**src/rtl/if_stage_pkg.sv**
```systemverilog
// Shared defines for the fetch stage: bus widths, enable/stall encodings and
// the fetch FSM state type.
package if_stage_pkg;
  localparam int InstAddrBus = 32;
  localparam int InstBus     = 32;
  localparam logic [31:0] ZeroWord = 32'h0000_0000;

  localparam logic ChipEnable  = 1'b1;
  localparam logic ChipDisable = 1'b0;
  localparam logic Stop        = 1'b1;
  localparam logic NoStop      = 1'b0;

  // Bit positions inside the ctrl stall vector that this stage looks at.
  localparam int STALL_PC = 0;
  localparam int STALL_IF = 1;
  localparam int STALL_ID = 2;

  typedef enum logic {
    IF_IDLE = 1'b0,
    IF_RUN  = 1'b1
  } if_state_e;
endpackage

```
**src/rtl/if_id_reg.sv**
```systemverilog
// IF/ID pipeline register: flush and bubble clear the slot, IF+ID stall holds
// it, otherwise the current fetch is captured with its alignment check.
module if_id_reg
  import if_stage_pkg::*;
#(
  parameter int ADDR_W = InstAddrBus,
  parameter int INST_W = InstBus
) (
  input  logic              clk,
  input  logic              rst,
  input  logic              flush,
  input  logic              stall_if,
  input  logic              stall_id,
  input  logic              ce,
  input  logic [ADDR_W-1:0] pc,
  input  logic [INST_W-1:0] inst,
  output logic [ADDR_W-1:0] id_pc,
  output logic [INST_W-1:0] id_inst,
  output logic              id_valid,
  output logic              id_adel
);
  logic aligned;
  assign aligned = (pc[1:0] == 2'b00);

  always_ff @(posedge clk or negedge rst) begin
    if (!rst) begin
      id_pc    <= '0;
      id_inst  <= INST_W'(ZeroWord);
      id_valid <= 1'b0;
      id_adel  <= 1'b0;
    end else if (flush || (stall_if == Stop && stall_id == NoStop)) begin
      id_pc    <= '0;
      id_inst  <= INST_W'(ZeroWord);
      id_valid <= 1'b0;
      id_adel  <= 1'b0;
    end else if (stall_if == NoStop) begin
      id_pc    <= pc;
      id_valid <= ce;
      id_adel  <= ce & ~aligned;
      // A misaligned fetch is turned into a nop; the adel tag carries the fault.
      id_inst  <= (ce && aligned) ? inst : INST_W'(ZeroWord);
    end
  end
endmodule

```
**src/rtl/if_stage.sv**
```systemverilog
// Instruction fetch stage: PC/FSM, ROM enable, IF/ID register and a
// saturating count of instructions handed to decode.
module if_stage
  import if_stage_pkg::*;
#(
  parameter logic [31:0] RESET_PC = 32'h0000_0000,
  parameter int          ADDR_W   = InstAddrBus,
  parameter int          INST_W   = InstBus
) (
  input  logic              clk,
  input  logic              rst,
  input  logic [5:0]        stall,
  input  logic              flush,
  input  logic [ADDR_W-1:0] new_pc,
  input  logic              branch_flag_i,
  input  logic [ADDR_W-1:0] branch_target_address_i,
  input  logic [INST_W-1:0] inst_i,
  output logic              ce,
  output logic [ADDR_W-1:0] pc,
  output logic [ADDR_W-1:0] id_pc,
  output logic [INST_W-1:0] id_inst,
  output logic              id_valid,
  output logic              id_adel,
  output logic [31:0]       fetch_count
);
  if_state_e state;
  logic      deliver;
  logic      unused_stall;

  assign unused_stall = ^stall[5:3];

  always_ff @(posedge clk or negedge rst) begin
    if (!rst) begin
      state <= IF_IDLE;
      ce    <= ChipDisable;
      pc    <= ADDR_W'(RESET_PC);
    end else begin
      case (state)
        IF_IDLE: begin
          state <= IF_RUN;
          ce    <= ChipEnable;
        end
        IF_RUN: begin
          ce <= ChipEnable;
          // A branch arriving during a PC stall is dropped; ctrl re-presents it.
          if (flush)                 pc <= new_pc;
          else if (stall[STALL_PC])  pc <= pc;
          else if (branch_flag_i)    pc <= branch_target_address_i;
          else                       pc <= pc + ADDR_W'(4);
        end
        default: begin
          state <= IF_IDLE;
          ce    <= ChipDisable;
        end
      endcase
    end
  end

  if_id_reg #(
    .ADDR_W (ADDR_W),
    .INST_W (INST_W)
  ) u_if_id_reg (
    .clk      (clk),
    .rst      (rst),
    .flush    (flush),
    .stall_if (stall[STALL_IF]),
    .stall_id (stall[STALL_ID]),
    .ce       (ce),
    .pc       (pc),
    .inst     (inst_i),
    .id_pc    (id_pc),
    .id_inst  (id_inst),
    .id_valid (id_valid),
    .id_adel  (id_adel)
  );

  // Counts loads that put a real fetch (adel slots included) into IF/ID.
  assign deliver = ce & ~flush & ~stall[STALL_IF];

  always_ff @(posedge clk or negedge rst) begin
    if (!rst)
      fetch_count <= '0;
    else if (deliver && fetch_count != 32'hFFFF_FFFF)
      fetch_count <= fetch_count + 32'd1;
  end
endmodule
```
**config.mk**
```make
export PLATFORM = sky130hd
export DESIGN_NAME = if_stage
export DESIGN_NICKNAME = d
export VERILOG_FILES = /design/src/rtl/if_stage_pkg.sv /design/src/rtl/if_id_reg.sv /design/src/rtl/if_stage.sv
export SDC_FILE = /design/constraint.sdc
export NUM_CORES = 1
export LEC_CHECK = 0
export BUFFER_PORTS_ARGS = -buffer_cell sky130_fd_sc_hd__buf_2
export CORE_UTILIZATION = 45
export CTS_CLUSTER_SIZE = 8
export DETAILED_ROUTE_END_ITERATION = 16
export PLACE_DENSITY = 0.75
export SYNTH_ARGS = -nofsm -noshare
export SYNTH_HDL_FRONTEND = slang
export SYNTH_SLANG_ARGS = --single-unit
export TNS_END_PERCENT = 20
```
**constraint.sdc**
```tcl
create_clock -name clk -period 3.5 [get_ports clk]
set_input_delay 0.7 -clock clk [delete_from_list [all_inputs] [get_ports clk]]
set_output_delay 0.7 -clock clk [all_outputs]
set_load 0.01 [all_outputs]
```
==> results of run 1 <==
## placed cells by master (no fill, tap or decap), types with 2 or more instances in the layout
cell         n
buf_2      232
dfrtp_1    131
a22o_1      74
o21ai_0     51
nand2_1     33
nor2_1      32
nand3_1     21
a21oi_1     19
nand4_1     18
xor2_1      17
clkbuf_16   17
xnor2_1     14
nor3_1      14
and3_1      13
a22oi_1     10
buf_4       10
inv_1        8
a31oi_1      8
nor4_1       6
o2bb2ai_1    5
o31a_1       5
a221oi_1     5
clkbuf_1     5
and4_1       4
nor3b_1      4
nor2b_1      4
o22ai_1      4
and2_1       3
clkbuf_8     3
clkinv_2     3
diode_2      2
nor3_2       2
nor4b_1      2
a32oi_1      2
o41a_1       2
a21o_1       2
a41oi_1      2
a221o_1      2
ha_1         2
## final cells by class
class	instances	area, µm²
clock inverters	5	52.55
multi-input cells	401	2666
flip-flops and latches	131	3278
inverters	8	30.03
diodes	2	5.005
fillers	1142	5238
repair buffers	244	1267
clock buffers	25	485.5
well taps	176	220.2
## path summary, 6_finish.rpt
kind | from | endpoint | slack [ns] | depth (start not counted)
worst max-delay path | fetch_count[14] | fetch_count[1] | 1.13 | 5
worst min register to register | u_if_id_reg.id_adel | u_if_id_reg.id_adel | 0.47 | 2
max in group asynchronous | rst | u_if_id_reg.id_inst[2] | 2.27 | 2
worst min-delay path | rst | u_if_id_reg.id_pc[10] | 0.40 | 1
worst max register to register | fetch_count[14] | fetch_count[1] | 1.13 | 5
min in group clk | u_if_id_reg.id_adel | u_if_id_reg.id_adel | 0.47 | 2
## kinds of logic after synthesis
family / after synthesis
adders and majority gates: 2
other: 1
AOI/OAI and AO/OA: 200
xor gates and xnor gates: 31
buffers and inverters: 45
DFF: 131
and+or+nand+nor: 165
muxes: 2
## sequential cells by signal, summed over array words and instances, names as in the netlist
| register | cells |
|---|---|
| u_if_id_reg.id_valid | 1 |
| fetch_count | 32 |
| u_if_id_reg.id_adel | 1 |
| u_if_id_reg.id_inst | 32 |
| pc | 32 |
| u_if_id_reg.id_pc | 32 |
| state | 1 |
## routing by layer
metal  global-route usage  wire, µm  vias to the layer above
met1               0.3380      7472                     2883
li1                     -         -                     2645
met4               0.1234       504                        0
met3              0.05936      1359                       41
met5                    0         0                        -
met2               0.4176      8550                      293
## power breakdown
part,internal [mW],leakage [nW],switching [mW]
Sequential,1.64,1.75,0.177
Clock,1.02,0.263,0.617
Combinational,0.249,2.09,0.318
Total,2.91,4.10,1.11
==> flow_summary.json, run 1 <==
{
  "clock_skew_ns": 0.009356,
  "synth_common_cells": "131 x dfrtp_1, 74 x a22o_1, 51 x o21ai_0",
  "cts_tree": "built",
  "worst_hold_slack_ns": 0.3998,
  "critical-path-top-delay-family": "simple AND/OR/NAND/NOR gates",
  "syn_nets": 685,
  "cp.arrival_ns": 2.66,
  "crit_slowest_cell": "nor4_4",
  "slew_headroom": 0.3625,
  "synthArstFlopShare": 1.000,
  "dp_slack_ns": 0.9419,
  "rows": 42,
  "ant_nets": 0,
  "setup_slack_ns": 1.131,
  "grt_pass1_wl_um": 28720,
  "hold_path.class": "primary input to async pin",
  "worstSetupEndpointType": "register",
  "cts_max_path_buffers": 2,
  "cts_buffers": 17,
  "start_util": 0.4612,
  "max_slew.worst_pin.slew_ns": 0.9562,
  "dp_cells": 960,
  "critPathLaunchType": "register",
  "power_density_nw_per_um2": 501.7,
  "core_area_um2": 13240,
  "p_total_mw": 4.016,
  "cts.sinks": 131,
  "cts_hold_buf": 0,
  "ctsResizeCount": 0,
  "cts_htree_levels": 4,
  "fin_util": 0.6045,
  "slew_viol_final": 0,
  "route.detailed.drc": 0,
  "cpPeakStageDelay_ns": 0.56,
  "instances_no_fill": 992,
  "yosys_warnings": 0,
  "drt_first_pass_iters": 5,
  "rsz0062_at_grt": "false",
  "ys_types": 54,
  "antenna_found_initial": 2,
  "nets": 911,
  "dieHeight_um": 118.5,
  "dieWidth_um": 118.5,
  "critical_path_required_ns": 3.79,
  "synth_top_family_by_area": "compound AO/OA/AOI/OAI gates",
  "synth_edf_count": 0,
  "finalCritPeriodShare": 0.6770,
  "yosysTopAreaCell": "dfrtp_1",
  "place.gp.congestion": 0.8686,
  "drv_cap": 0,
  "wl_um": 17890,
  "synth-simple-area-share": 0.1424,
  "syn_area_per_cell_um2": 10.58,
  "ys_top_cells_by_area": "dfrtp_1 54%, a22o_1 11%, o21ai_0 4.2%",
  "synth_xor_xnor_area_share": 0.04446,
  "cts_setup_buffers": 0,
  "grt_pass1_vias": 5636,
  "syn_area_um2": 6107,
  "clockRootBuffer": "clkbuf_16",
  "gr-total-overflow": 0,
  "hold_violations": 0,
  "portBuffers": 233,
  "peakVddDrop_mv": 0.3239,
  "place_area_um2": 7462,
  "dieArea_um2": 14040,
  "synth_top_flop_cell": "dfrtp_1",
  "synthAdderAreaFrac": 0.004098,
  "setup_violations": 0,
  "synth_seq_cells": 131,
  "synthDominantCellAreaShare": 0.5368,
  "design_area_um2": 8005,
  "layout-drive-gt1-share": 0.3415,
  "routed_via_density": 5.909,
  "ios": 237,
  "clk_latency_ns": 0.41,
  "ys_seq_area_frac": 0.5368,
  "drt_iter0_drc": 455,
  "synth-compound-area-share": 0.2395,
  "synth_mux_area_frac": 0.003483,
  "fin_setup_tns_ns": 0,
  "postSynthCellCount": 577,
  "cp_num_buf_inv": 0,
  "yosysMostFrequentCell": "dfrtp_1",
  "outcome": "finished, final reports clean",
  "area_growth_pct": 31.08,
  "crit_fanout": 10,
  "cp_cell_sequence": "nand3_1 -> nor4_4 -> and4_1 -> nor2_1 -> mux2_1",
  "path_class": "register to register",
  "fmax_ghz": 0.4220,
  "fin_crit_ns": 2.369,
  "track_usage": 0.2615,
  "leakagePower_nw": 4.100,
  "grt_max_degree": 108,
  "clkSlewWorstSetupHoldPaths_ns": 0.05,
  "dpl.hpwl_um": 12460,
  "wl_per_cell_um": 18.03,
  "vias": 5862
}
Power figures use the tool's default switching activity.
==> run 2: changes to the inputs <==
- ABC_AREA: default -> 1
- clock period: 3.5 -> 2.12 ns (I/O delays scaled with it)
==> run 2 against run 1 <==
First-iteration DRC count increased by 8.1%. Combinational power grew 120%. Synthesized area is 16% higher. Setup slack got worse by 0.94 ns. Largest cell class unchanged. Largest power group is now clock. Highest routed layer is now met5.
==> flow_summary.json, run 2 <==
{
  "crit_slowest_cell": "dfrtp_1",
  "grt_pass1_vias": 6667,
  "ys_seq_area_frac": 0.4631,
  "slew_viol_final": 0,
  "rr_endpoint": "fetch_count[2]",
  "place_area_um2": 8551,
  "rows": 45,
  "crit_fanout": 22,
  "postSynthCellCount": 949,
  "drt_iter0_drc": 492,
  "critical-path-top-delay-family": "simple AND/OR/NAND/NOR gates",
  "drv_cap": 0,
  "synthDominantCellAreaShare": 0.4631,
  "final_cell_mix": "270 x nand2_1, 232 x buf_2, 131 x dfrtp_1, 122 x inv_1, 104 x nor2_1",
  "antenna_found_initial": 2,
  "wl_um": 21040,
  "hold_violations": 0,
  "leakagePower_nw": 4.624,
  "dpl.hpwl_um": 15360,
  "synth_edf_count": 0,
  "final_common_cell": "nand2_1",
  "synthArstFlopShare": 1.000,
  "gr-total-overflow": 0,
  "slew_headroom": 0.6495,
  "instances_no_fill": 1411,
  "max_slew.worst_pin.slew_ns": 0.5257,
  "route.detailed.drc": 0,
  "place.gp.congestion": 0.9074,
  "clkSlewWorstSetupHoldPaths_ns": 0.05,
  "layout-drive-gt1-share": 0.2519,
  "power_density_nw_per_um2": 837.0,
  "crit_top_cell": "nor2_4",
  "cts_buffers": 17,
  "clockRootBuffer": "clkbuf_16",
  "critPathLaunchType": "register",
  "ys_types": 38,
  "cpPeakStageDelay_ns": 0.41,
  "ios": 237,
  "synth_top_flop_cell": "dfrtp_1",
  "routed_via_density": 5.127,
  "syn_nets": 1057,
  "ant_nets": 0,
  "vias": 7234,
  "dp_cells": 1377,
  "outcome": "finished, final reports clean",
  "clock_skew_ns": 0.008029,
  "r2r_start": "fetch_count[0]",
  "dieWidth_um": 127.4,
  "track_usage": 0.2691,
  "yosys_warnings": 0,
  "p_total_mw": 7.768,
  "cts.sinks": 131,
  "setup_slack_ns": 0.1880,
  "fin_setup_tns_ns": 0,
  "peakVddDrop_mv": 0.6104,
  "core_area_um2": 15260,
  "finalCritPeriodShare": 0.9113,
  "synth_seq_cells": 131,
  "dieArea_um2": 16240,
  "fmax_ghz": 0.5176,
  "wl_per_cell_um": 14.91,
  "drt_first_pass_iters": 5,
  "rsz0062_at_grt": "false",
  "ys_top_cells_by_area": "dfrtp_1 46%, nand2_1 14%, inv_1 6.5%",
  "yosysMostFrequentCell": "nand2_1",
  "worstSetupEndpointType": "register",
  "ctsResizeCount": 0,
  "grt_pass1_wl_um": 33800,
  "dieHeight_um": 127.4,
  "start_util": 0.4640,
  "synth_common_cells": "270 x nand2_1, 131 x dfrtp_1, 122 x inv_1",
  "hold_path_depth": 3,
  "yosysTopAreaCell": "dfrtp_1",
  "design_area_um2": 9281,
  "area_growth_pct": 31.11,
  "min_from": "inst_i[10]",
  "cp_num_buf_inv": 2,
  "nets": 1294,
  "path_class": "register to register",
  "cts_tree": "built",
  "critical_path_required_ns": 2.46,
  "cp_cell_sequence": "ha_1 -> inv_2 -> nor2_4 -> nand2_2 -> nor2_4 -> nand3_4 -> nand2_4 -> buf_12 -> nand2_1 -> o21ai_1",
  "reg2regPathDepth": 10,
  "r2r_slack_ns": 0.19,
  "clk_latency_ns": 0.42,
  "cts_htree_levels": 4,
  "hold_path.class": "primary input to register",
  "setup_violations": 0,
  "syn_area_um2": 7079,
  "cts_max_path_buffers": 2,
  "worst_hold_slack_ns": 0.2379,
  "path_depth": 10,
  "portBuffers": 233,
  "dp_slack_ns": 0.1470,
  "cp.arrival_ns": 2.27,
  "fin_crit_ns": 1.932,
  "min_to": "u_if_id_reg.id_inst[10]",
  "fin_util": 0.6083,
  "syn_area_per_cell_um2": 7.460,
  "grt_max_degree": 59
}
run 2: kinds of logic after synthesis:
| logic type | Yosys count | share of synthesized area |
|---|---|---|
| buffers and inverters | 162 | 0.09102 |
| flip-flops | 131 | 0.4631 |
| adder cells (fa/ha/maj) | 2 | 0.003534 |
| AO/OA/AOI/OAI | 150 | 0.1290 |
| other | 1 | 0.0005297 |
| AND/OR/NAND/NOR | 479 | 0.2831 |
| XOR/XNOR | 24 | 0.02969 |
run 2: cell type report:
type                    count  area [µm²]
inverters                 127       479.2
well taps                 211       264.0
multi-input cells         656        3164
flip-flops and latches    131        3278
clock buffers              23       498.0
repair buffers            253        1375
fillers                  1397        5977
clock inverters             9       220.2
diodes                      1       2.502
run 2: worst max-delay path by stage:
stage / startpoint / endpoint / slack (ns)
final: fetch_count[0] / fetch_count[2] / 0.19
after global routing: fetch_count[0] / fetch_count[2] / 0.04
after CTS: fetch_count[0] / fetch_count[2] / 0.18
after detailed placement: flush / pc[6] / 0.15
after global placement: flush / pc[5] / 0.18
after floorplan: fetch_count[0] / fetch_count[23] / 0.39
run 2: layer usage:
| metal | up-vias | global-route usage | share of wire |
|---|---|---|---|
| li1 | 3545 | - | - |
| met1 | 3378 | 0.3543 | 0.44 |
| met2 | 268 | 0.4362 | 0.47 |
| met3 | 41 | 0.05863 | 0.066 |
| met4 | 2 | 0.09874 | 0.023 |
| met5 | - | 0 | 0.00038 |
run 2: worst min-delay path, delay by kind of cell:
kind / cells / cell delay (ns)
buffers and inverters: 1 / 0.07
AND/OR/NAND/NOR: 1 / 0.06
AO/OA/AOI/OAI: 1 / 0.06
run 2: report_power, final:
group          switching (mW)  total (mW)  internal [mW]
combinational           0.768        1.25          0.482
sequential              0.247        2.96           2.71
clock                    1.08        3.56           2.48
run 2: repair_timing:
action                     4_1_cts  5_1_grt
setup buffers                    0        0
hold endpoints to repair        34        0
setup endpoints to repair        0        0
hold buffers                     1        0
==> run 3: changes to the inputs <==
- PLACE_DENSITY: 0.75 -> 0.73
- clock period: 2.12 -> 2.4 ns (I/O delays scaled with it)
==> run 3 against run 2 <==
Power fell by 19%. Largest power group is now registers. Global-route usage up 0.067 points. Clock skew up 0.00095 ns. Wire length up 0.52%.
==> flow_summary.json, run 3 (synthesized netlist as in run 2, its figures left out) <==
{
  "worst_hold_slack_ns": 0.01537,
  "cts.sinks": 131,
  "ctsResizeCount": 0,
  "vias": 7262,
  "slew_headroom": 0.6334,
  "cts_htree_levels": 4,
  "clkSlewWorstSetupHoldPaths_ns": 0.06,
  "switchingPower_mw": 1.875,
  "internal-power_mw": 4.445,
  "drt_first_pass_iters": 4,
  "p_total_mw": 6.321,
  "final_common_cell": "nand2_1",
  "rsz0062_at_grt": "false",
  "track_usage": 0.2698,
  "hold_path.class": "primary input to async pin",
  "cpPeakStageDelay_ns": 0.40,
  "start_util": 0.4640,
  "dieWidth_um": 127.4,
  "power_density_nw_per_um2": 692.8,
  "grt_pass1_vias": 6601,
  "gr-total-overflow": 0,
  "finalCritPeriodShare": 0.8664,
  "cts_max_path_buffers": 2,
  "leakagePower_nw": 4.541,
  "ant_nets": 0,
  "pwr-share-clk": 0.413,
  "drv_cap": 0,
  "slew_viol_final": 0,
  "grt_max_degree": 56,
  "cts_buffers": 17,
  "dieArea_um2": 16240,
  "worstSetupEndpointType": "register",
  "clk_latency_ns": 0.43,
  "final_cell_mix": "270 x nand2_1, 232 x buf_2, 131 x dfrtp_1, 122 x inv_1, 104 x nor2_1",
  "sequentialPowerShare": 0.412,
  "fin_util": 0.5980,
  "dieHeight_um": 127.4,
  "power_frac_comb": 0.174,
  "max_slew.worst_pin.slew_ns": 0.5499,
  "cts_setup_buffers": 0,
  "fin_crit_ns": 2.079,
  "cts_tree": "built",
  "cts_hold_buf": 0,
  "area_growth_pct": 28.88,
  "grt_pass1_wl_um": 33710,
  "setup_violations": 0,
  "crit_slowest_cell": "dfrtp_1",
  "outcome": "finished, final reports clean",
  "critPathLaunchType": "register",
  "hold_violations": 0,
  "path_class": "register to register",
  "place.gp.congestion": 0.9018,
  "critical_path_required_ns": 2.71,
  "dpl.hpwl_um": 15530,
  "antenna_found_initial": 3,
  "fin_setup_tns_ns": 0,
  "wl_per_cell_um": 14.98,
  "portBuffers": 233,
  "wl_um": 21150,
  "p_sw_frac": 0.2967,
  "clock_skew_ns": 0.008974,
  "rows": 45,
  "crit_fanout": 25,
  "fmax_ghz": 0.4809,
  "routed_via_density": 5.143,
  "cp.arrival_ns": 2.39,
  "layout-drive-gt1-share": 0.2513,
  "ios": 237,
  "clockRootBuffer": "clkbuf_16",
  "core_area_um2": 15260,
  "nets": 1293,
  "drt_iter0_drc": 531,
  "peakVddDrop_mv": 0.5403,
  "route.detailed.drc": 0,
  "cp_cell_sequence": "ha_1 -> inv_2 -> nor2_4 -> nand2_2 -> nor2_4 -> nand3_4 -> nand2_4 -> inv_4 -> nand2_1 -> nand2_1"
}
run 3: path summary, 6_finish.rpt:
kind                                           to  slack (ns)             startpoint  cells past startpoint
hold / removal                     fetch_count[6]        0.02                    rst                      1
hold reg to reg             u_if_id_reg.id_pc[16]        0.53  u_if_id_reg.id_pc[16]                      2
setup reg to reg                  fetch_count[18]        0.32         fetch_count[0]                     10
max in group asynchronous  u_if_id_reg.id_inst[7]        1.67                    rst                      2
setup / recovery                  fetch_count[18]        0.32         fetch_count[0]                     10
min in group clk           u_if_id_reg.id_inst[9]        0.29              inst_i[9]                      3
run 3: routing by layer:
metal	vias to the layer above	wire [µm]	track usage
met2	292	9645	0.4134
met3	35	1624	0.06910
met1	3382	9361	0.3641
met5	-	0	0
li1	3553	-	-
met4	0	518	0.1099
run 3: through the flow:
step	cells	setup WS, ns	area, µm²
finish	1412	0.3206	9124
CTS	1409	0.3233	9116
global route	1412	0.1402	9124
global placement	1377	0.4038	8526
detailed placement	1377	0.3336	8526
floorplan	949	0.6657	7079
run 3: worst max-delay path: cells and delay by family, from the launching register on:
kind / cells / cell delay [ns]
buf+inv: 2 / 0.27
fa+ha+maj: 1 / 0.29
flops: 1 / 0.40
simple gates: 7 / 1.00
run 3: power by group through the flow:
stage | Combinational (mW) | Clock (mW) | Sequential [mW]
finish | 1.10 | 2.61 | 2.61
detailed placement | 1.10 | 0 | 2.64
global placement | 1.08 | 0 | 2.63
floorplan | 0.521 | 0 | 2.69
CTS | 1.10 | 2.65 | 2.60
global route | 1.23 | 2.75 | 2.63
run 3: area by class of cell:
type	instances	area [µm²]
fill	1456	6135
sequential	131	3278
multi-input combinational	656	3164
timing repair buffer	252	1340
clock buffer	23	488.0
inverter	127	479.2
tap	211	264.0
clock inverter	9	102.6
antenna	3	7.507
